File: src/rtl/pcm_voice_sched.sv
`default_nettype none
// ============================================================================
// Module      : pcm_voice_sched
// Description : Multi-voice one-shot PCM scheduler. Time-shares one sync PCM
//               sample ROM read port between NVOICE voices, fetching one
//               byte per voice on every sample tick and mixing the results
//               into an 8-bit output sample.
// Revision    : 1.0 - initial release
// ============================================================================
module pcm_voice_sched #(
   parameter int NVOICE = 4,
   parameter int AW     = 15
) (
   input  logic              CLK24M,
   input  logic              RESET_N,
   input  logic              SMPL_TICK,
   input  logic [NVOICE-1:0] KICK,
   input  logic              CFG_WE,
   input  logic [2:0]        CFG_VOICE,
   input  logic              CFG_SEL,
   input  logic [AW-1:0]     CFG_DATA,
   output logic [AW-1:0]     ROM_AD,
   input  logic [7:0]        ROM_DT,
   output logic [NVOICE-1:0] BUSY,
   output logic              OVERRUN,
   output logic [7:0]        PCM_OUT
);

   localparam int VB    = (NVOICE > 1) ? $clog2(NVOICE) : 1;
   localparam int SHIFT = VB - 1;
   localparam int SW    = 10;   // 7-bit samples, up to 8 voices

   localparam logic [1:0] ST_IDLE = 2'd0;
   localparam logic [1:0] ST_ADDR = 2'd1;
   localparam logic [1:0] ST_DATA = 2'd2;
   localparam logic [1:0] ST_MIX  = 2'd3;

   localparam logic [VB-1:0] LAST_V = VB'(NVOICE - 1);

   logic [1:0]        state, state_nxt;
   logic [VB-1:0]     vidx, vidx_nxt;
   logic              is_idle, do_addr, do_data, do_mix;
   logic [NVOICE-1:0] kick_hist;
   logic [AW-1:0]     ptr_w [NVOICE];
   logic [6:0]        smp_w [NVOICE];
   logic [NVOICE-1:0] busy_w;
   logic [VB-1:0]     cfg_idx;
   logic [SW-1:0]     sum, sum_sh;
   logic              unused;

   // Only the low index bits select a voice; the rest are don't-care.
   assign cfg_idx = CFG_VOICE[VB-1:0];
   assign BUSY    = busy_w;
   assign unused  = &{1'b0, CFG_VOICE, ROM_DT[0]};

   // Sequencer state register: phase plus the voice currently being served.
   always_ff @(posedge CLK24M or negedge RESET_N) begin
      if (!RESET_N) begin
         state <= ST_IDLE;
         vidx  <= '0;
      end else begin
         state <= state_nxt;
         vidx  <= vidx_nxt;
      end
   end

   // Next-state: fixed ADDR/DATA pair per voice regardless of activity, then MIX.
   always_comb begin
      state_nxt = state;
      vidx_nxt  = vidx;
      case (state)
         ST_IDLE: begin
            if (SMPL_TICK) begin
               state_nxt = ST_ADDR;
               vidx_nxt  = '0;
            end
         end
         ST_ADDR: state_nxt = ST_DATA;
         ST_DATA: begin
            if (vidx == LAST_V) begin
               state_nxt = ST_MIX;
            end else begin
               state_nxt = ST_ADDR;
               vidx_nxt  = vidx + 1'b1;
            end
         end
         ST_MIX:  state_nxt = ST_IDLE;
         default: state_nxt = ST_IDLE;
      endcase
   end

   // Phase decodes driving the datapath.
   always_comb begin
      is_idle = (state == ST_IDLE);
      do_addr = (state == ST_ADDR);
      do_data = (state == ST_DATA);
      do_mix  = (state == ST_MIX);
   end

   generate
      for (genvar v = 0; v < NVOICE; v++) begin : g_voice
         logic [AW-1:0] start_q, end_q, ptr_q, endc_q, ptr_inc;
         logic [6:0]    smp_q;
         logic          busy_q, pend_q, pend_eff, cfg_hit, sel;

         // A fresh rising edge is consumed in the same cycle if the sequencer is idle.
         assign pend_eff = pend_q | (KICK[v] & ~kick_hist[v]);
         assign cfg_hit  = CFG_WE && (cfg_idx == VB'(v));
         assign sel      = do_data && (vidx == VB'(v));
         assign ptr_inc  = ptr_q + 1'b1;

         assign ptr_w[v]  = ptr_q;
         assign smp_w[v]  = smp_q;
         assign busy_w[v] = busy_q;

         // Start/end configuration; only sampled into the voice when a kick is consumed.
         always_ff @(posedge CLK24M or negedge RESET_N) begin
            if (!RESET_N) begin
               start_q <= '0;
               end_q   <= '0;
            end else if (cfg_hit) begin
               if (CFG_SEL) end_q   <= CFG_DATA;
               else         start_q <= CFG_DATA;
            end
         end

         // Voice playback: kick consume in IDLE, one byte fetched per tick in DATA.
         always_ff @(posedge CLK24M or negedge RESET_N) begin
            if (!RESET_N) begin
               pend_q <= 1'b0;
               ptr_q  <= '0;
               endc_q <= '0;
               busy_q <= 1'b0;
               smp_q  <= '0;
            end else begin
               pend_q <= pend_eff & ~is_idle;
               if (is_idle && pend_eff) begin
                  ptr_q  <= start_q;
                  endc_q <= end_q;
                  busy_q <= (start_q < end_q);
               end else if (sel) begin
                  if (busy_q) begin
                     smp_q <= ROM_DT[7:1];
                     ptr_q <= ptr_inc;
                     if (ptr_inc >= endc_q) busy_q <= 1'b0;
                  end else begin
                     smp_q <= '0;
                  end
               end
            end
         end
      end
   endgenerate

   // Mixer: unsigned sum of all voice samples scaled back into 8 bits.
   always_comb begin
      sum = '0;
      for (int i = 0; i < NVOICE; i++) begin
         sum = sum + SW'(smp_w[i]);
      end
      sum_sh = sum >> SHIFT;
   end

   // ROM address, mixed output, kick history and sticky overrun flag.
   always_ff @(posedge CLK24M or negedge RESET_N) begin
      if (!RESET_N) begin
         kick_hist <= '1;
         ROM_AD    <= '0;
         PCM_OUT   <= '0;
         OVERRUN   <= 1'b0;
      end else begin
         kick_hist <= KICK;
         if (do_addr) ROM_AD <= ptr_w[vidx];
         if (do_mix)  PCM_OUT <= (sum_sh > SW'(255)) ? 8'hFF : sum_sh[7:0];
         if (SMPL_TICK && !is_idle) OVERRUN <= 1'b1;
      end
   end

endmodule
`default_nettype wire

File: config.mk
export PLATFORM = sky130hd
export DESIGN_NAME = pcm_voice_sched
export DESIGN_NICKNAME = d
export VERILOG_FILES = /design/src/rtl/pcm_voice_sched.sv
export SDC_FILE = /design/constraint.sdc
export NUM_CORES = 1
export LEC_CHECK = 0
export ABC_AREA = 0
export ABC_CLOCK_PERIOD_IN_PS = 3100
export BUFFER_PORTS_ARGS = -buffer_cell sky130_fd_sc_hd__clkbuf_2
export CAP_MARGIN = 20
export CORE_UTILIZATION = 35
export DETAILED_ROUTE_END_ITERATION = 6
export HOLD_SLACK_MARGIN = 0.08
export PLACE_DENSITY = 0.61
export SLEW_MARGIN = 20
export SYNTH_ARGS = -nofsm -noshare
export SYNTH_HDL_FRONTEND = slang
export SYNTH_SLANG_ARGS = --single-unit
File: constraint.sdc
create_clock -name CLK24M -period 3.1 [get_ports CLK24M]
set_clock_uncertainty 0.15 [all_clocks]
set_input_delay 0.62 -clock CLK24M [delete_from_list [all_inputs] [get_ports CLK24M]]
set_output_delay 0.62 -clock CLK24M [all_outputs]
set_load 0.01 [all_outputs]
==> qor.yml <==
drcViolationCount: 0
area_growth_pct: 14.88
fin_crit_ns: 3.229
power.switching_uw: 7978
final_cells: 2362
worst_pin_slew_ns: 1.006
fp-row-count: 80
cts_tree: "yes"
antenna_found_initial: 2
dp.cells: 2295
wl_per_cell_um: 19.71
slew_headroom: 0.3256
power_frac_seq: 0.345
syn_inst: 1636
dieArea_um2: 49190
arrival_ns: 3.54
grt_pass1_vias: 12944
max_freq_ghz: 0.3097
async_flop_share: 1.000
viasPerCell: 5.362
avgSynthCellArea_um2: 10.33
drt-total-wl_um: 46570
dpl_cell_area_um2: 18190
finalPower_uw: 19930
synth_nets: 1816
power_density_nw_per_um2: 1026
grt_pass1_wl_um: 74190
worstRegToRegCells: 13
hold_depth: 2
vdd_drop_max_mv: 0.5395
htree_levels: 2
synth.largest_area_cell: "dfrtp_1"
insertion_delay_ns: 0.55
ant_nets: 0
combPwrFrac: 0.446
drv_slew: 0
grt_max_degree: 81
synth_top_area_frac: 0.4500
nets: 1903
cts_buffers: 35
io_pins: 63
worstSetupPathType: "register to register"
first_pass_iters: 5
hold_viol: 0
clock-sinks: 308
ys_ff_latch: 308
grt_util_all_layers: 0.1946
mostFrequentLayoutCells: "dfrtp_1 (302), nand2_1 (198), o21ai_0 (165)"
die_w_um: 221.8
cp-start-kind: "register"
fin_crit_sh: 1.042
status: "finished, violations left"
switching_share: 0.4003
num_antenna_cells: 0
post-route-util: 0.4076
cts_root_buf: "clkbuf_16"
drt_iter0_markers: 965
cts_buffer_depth: 3
worst_slack_ns: -0.1288
synth-edff-count: 0
required_ns: 3.41
r2r_slack_ns: -0.13
yosysSeqAreaShare: 0.4562
layout_commonest_cell: "dfrtp_1"
io_buffer_count: 60
hp-class: "input port to register"
die_h_um: 221.8
leakage_uw: 0.009057
synth_cell_types: 63
vias: 12666
detailed_place_hpwl_um: 33710
fin_tns_setup_ns: -0.1288
start_util: 0.3548
postLayoutCellArea_um2: 19420
setup_viol: 1
violations: "setup timing"
drv_cap: 0
p_int_uw: 11950
critPathMaxFanout: 2
worstSetupEndpointType: "register"
ys_warn_count: 0
p_clk_frac: 0.209
drive_gt1_frac: 0.2009
finalWeightedCongestion: 0.8515
rsz0062_at_grt: "yes"
coreArea_um2: 47650
yosys-top-cells-area: "dfrtp_1 (45%), ha_1 (9.7%), mux2_2 (8.4%)"
ys.flop_type: "dfrtp_1"
overflow: 0
path_clk_slew_ns: 0.06
syn-cell-area_um2: 16910
-- path summary, 6_finish.rpt --
check                                                      from                     end
worst max-delay path            g_voice[0].smp_q[1]$_DFFE_PN0P_  PCM_OUT[6]$_DFFE_PN0N_
worst min-delay path                                  SMPL_TICK     OVERRUN$_DFFE_PN0P_
worst max register to register  g_voice[0].smp_q[1]$_DFFE_PN0P_  PCM_OUT[6]$_DFFE_PN0N_
worst min register to register              OVERRUN$_DFFE_PN0P_     OVERRUN$_DFFE_PN0P_
max in group asynchronous                               RESET_N  kick_hist[2]$_DFF_PN1_
min in group asynchronous                               RESET_N  PCM_OUT[4]$_DFFE_PN0N_
-- flip-flops by register name, indices dropped and copies added (netlist names) --
| name | count |
|---|---|
| g_voice.pend_q | 4 |
| OVERRUN | 1 |
| g_voice.ptr_q | 60 |
| kick_hist | 4 |
| g_voice.smp_q | 28 |
| g_voice.start_q | 60 |
| PCM_OUT | 8 |
| g_voice.end_q | 60 |
| g_voice.endc_q | 60 |
| state | 2 |
| vidx | 2 |
| ROM_AD | 15 |
| g_voice.busy_q | 4 |
-- stage by stage --
step / setup slack [ns] / hold slack [ns]
floorplan: -0.04325 / 0.1744
global placement: -0.1215 / 0.2874
detailed placement: -0.1311 / 0.3046
CTS: -0.1264 / 0.1548
global route: -0.2526 / 0.1722
finish: -0.1288 / 0.1762
-- area by class of cell --
cell class / count / area [µm²]
Tap cell: 615 / 769.5
Multi-Input combinational cell: 1090 / 8319
Fill cell: 4638 / 28220
Clock buffer: 56 / 1076
Inverter: 166 / 623.1
Clock inverter: 5 / 65.06
Sequential cell: 308 / 7715
Timing Repair Buffer: 122 / 854.6
-- cell families after synthesis --
kind of cell | Yosys count | share of synthesized area
AOI/OAI and AO/OA | 330 | 0.1220
adders and majority gates | 145 | 0.1135
buffers and inverters | 238 | 0.05491
DFF | 308 | 0.4562
and+or+nand+nor | 419 | 0.1207
xor gates and xnor gates | 55 | 0.02849
muxes | 141 | 0.1041
-- critical path: stages (launching register included) --
cell and delay [ns]:
dfrtp_1 0.35, inv_2 0.04, fa_1 0.53, inv_1 0.05, fa_1 0.48, ha_2 0.18, inv_2 0.04, fa_2 0.36
inv_2 0.06, a21oi_2 0.05, o21bai_1 0.20, a21oi_2 0.10, or4b_4 0.49, nand3_2 0.08
-- what timing repair did --
item                                    CTS  global route
pin swaps                                 1             0
endpoints found under the setup margin    1             8
resized for setup                         2            12
hold buffers                              5             0
buffers inserted                          1             0
endpoints found under the hold margin    77             0
-- per-layer routing --
| metal | GRT usage | vias to the layer above | wire [µm] |
|---|---|---|---|
| li1 | - | 5902 | - |
| met1 | 0.2721 | 6324 | 21340 |
| met2 | 0.2999 | 362 | 20590 |
| met3 | 0.03856 | 78 | 3161 |
| met4 | 0.06765 | 0 | 1475 |
| met5 | 0 | - | 0 |
-- cells in the mapped netlist, drive strengths merged, types with 2 or more instances --
| cell type | instances |
|---|---|
| a2111oi | 3 |
| a211o | 2 |
| a211oi | 13 |
| a21o | 7 |
| a21oi | 46 |
| a221o | 39 |
| a222oi | 4 |
| a22oi | 11 |
| a31oi | 4 |
| and2 | 7 |
| and3 | 29 |
| and4 | 4 |
| buf | 19 |
| clkbuf | 53 |
| dfrtp | 304 |
| dfstp | 4 |
| fa | 14 |
| ha | 131 |
| inv | 166 |
| mux2 | 126 |
| mux4 | 15 |
| nand2 | 199 |
| nand2b | 9 |
| nand3 | 27 |
| nand4 | 12 |
| nand4b | 3 |
| nor2 | 55 |
| nor2b | 11 |
| nor3 | 22 |
| nor3b | 25 |
| nor4 | 7 |
| o2111ai | 4 |
| o211ai | 6 |
| o21a | 4 |
| o21ai | 171 |
| o21bai | 3 |
| o22ai | 2 |
| o2bb2ai | 2 |
| o311ai | 3 |
| o31ai | 2 |
| or3 | 6 |
| xnor2 | 20 |
| xor2 | 35 |
-- power by group through the flow --
stage,Clock (µW),Combinational [µW],Sequential (µW)
after global routing,4420,10200,7080
after detailed placement,0,8650,6930
after floorplan,0,6190,6400
final,4160,8890,6880
after CTS,4250,8820,6870
after global placement,0,8380,6860
(Power assumes the default switching activity.)
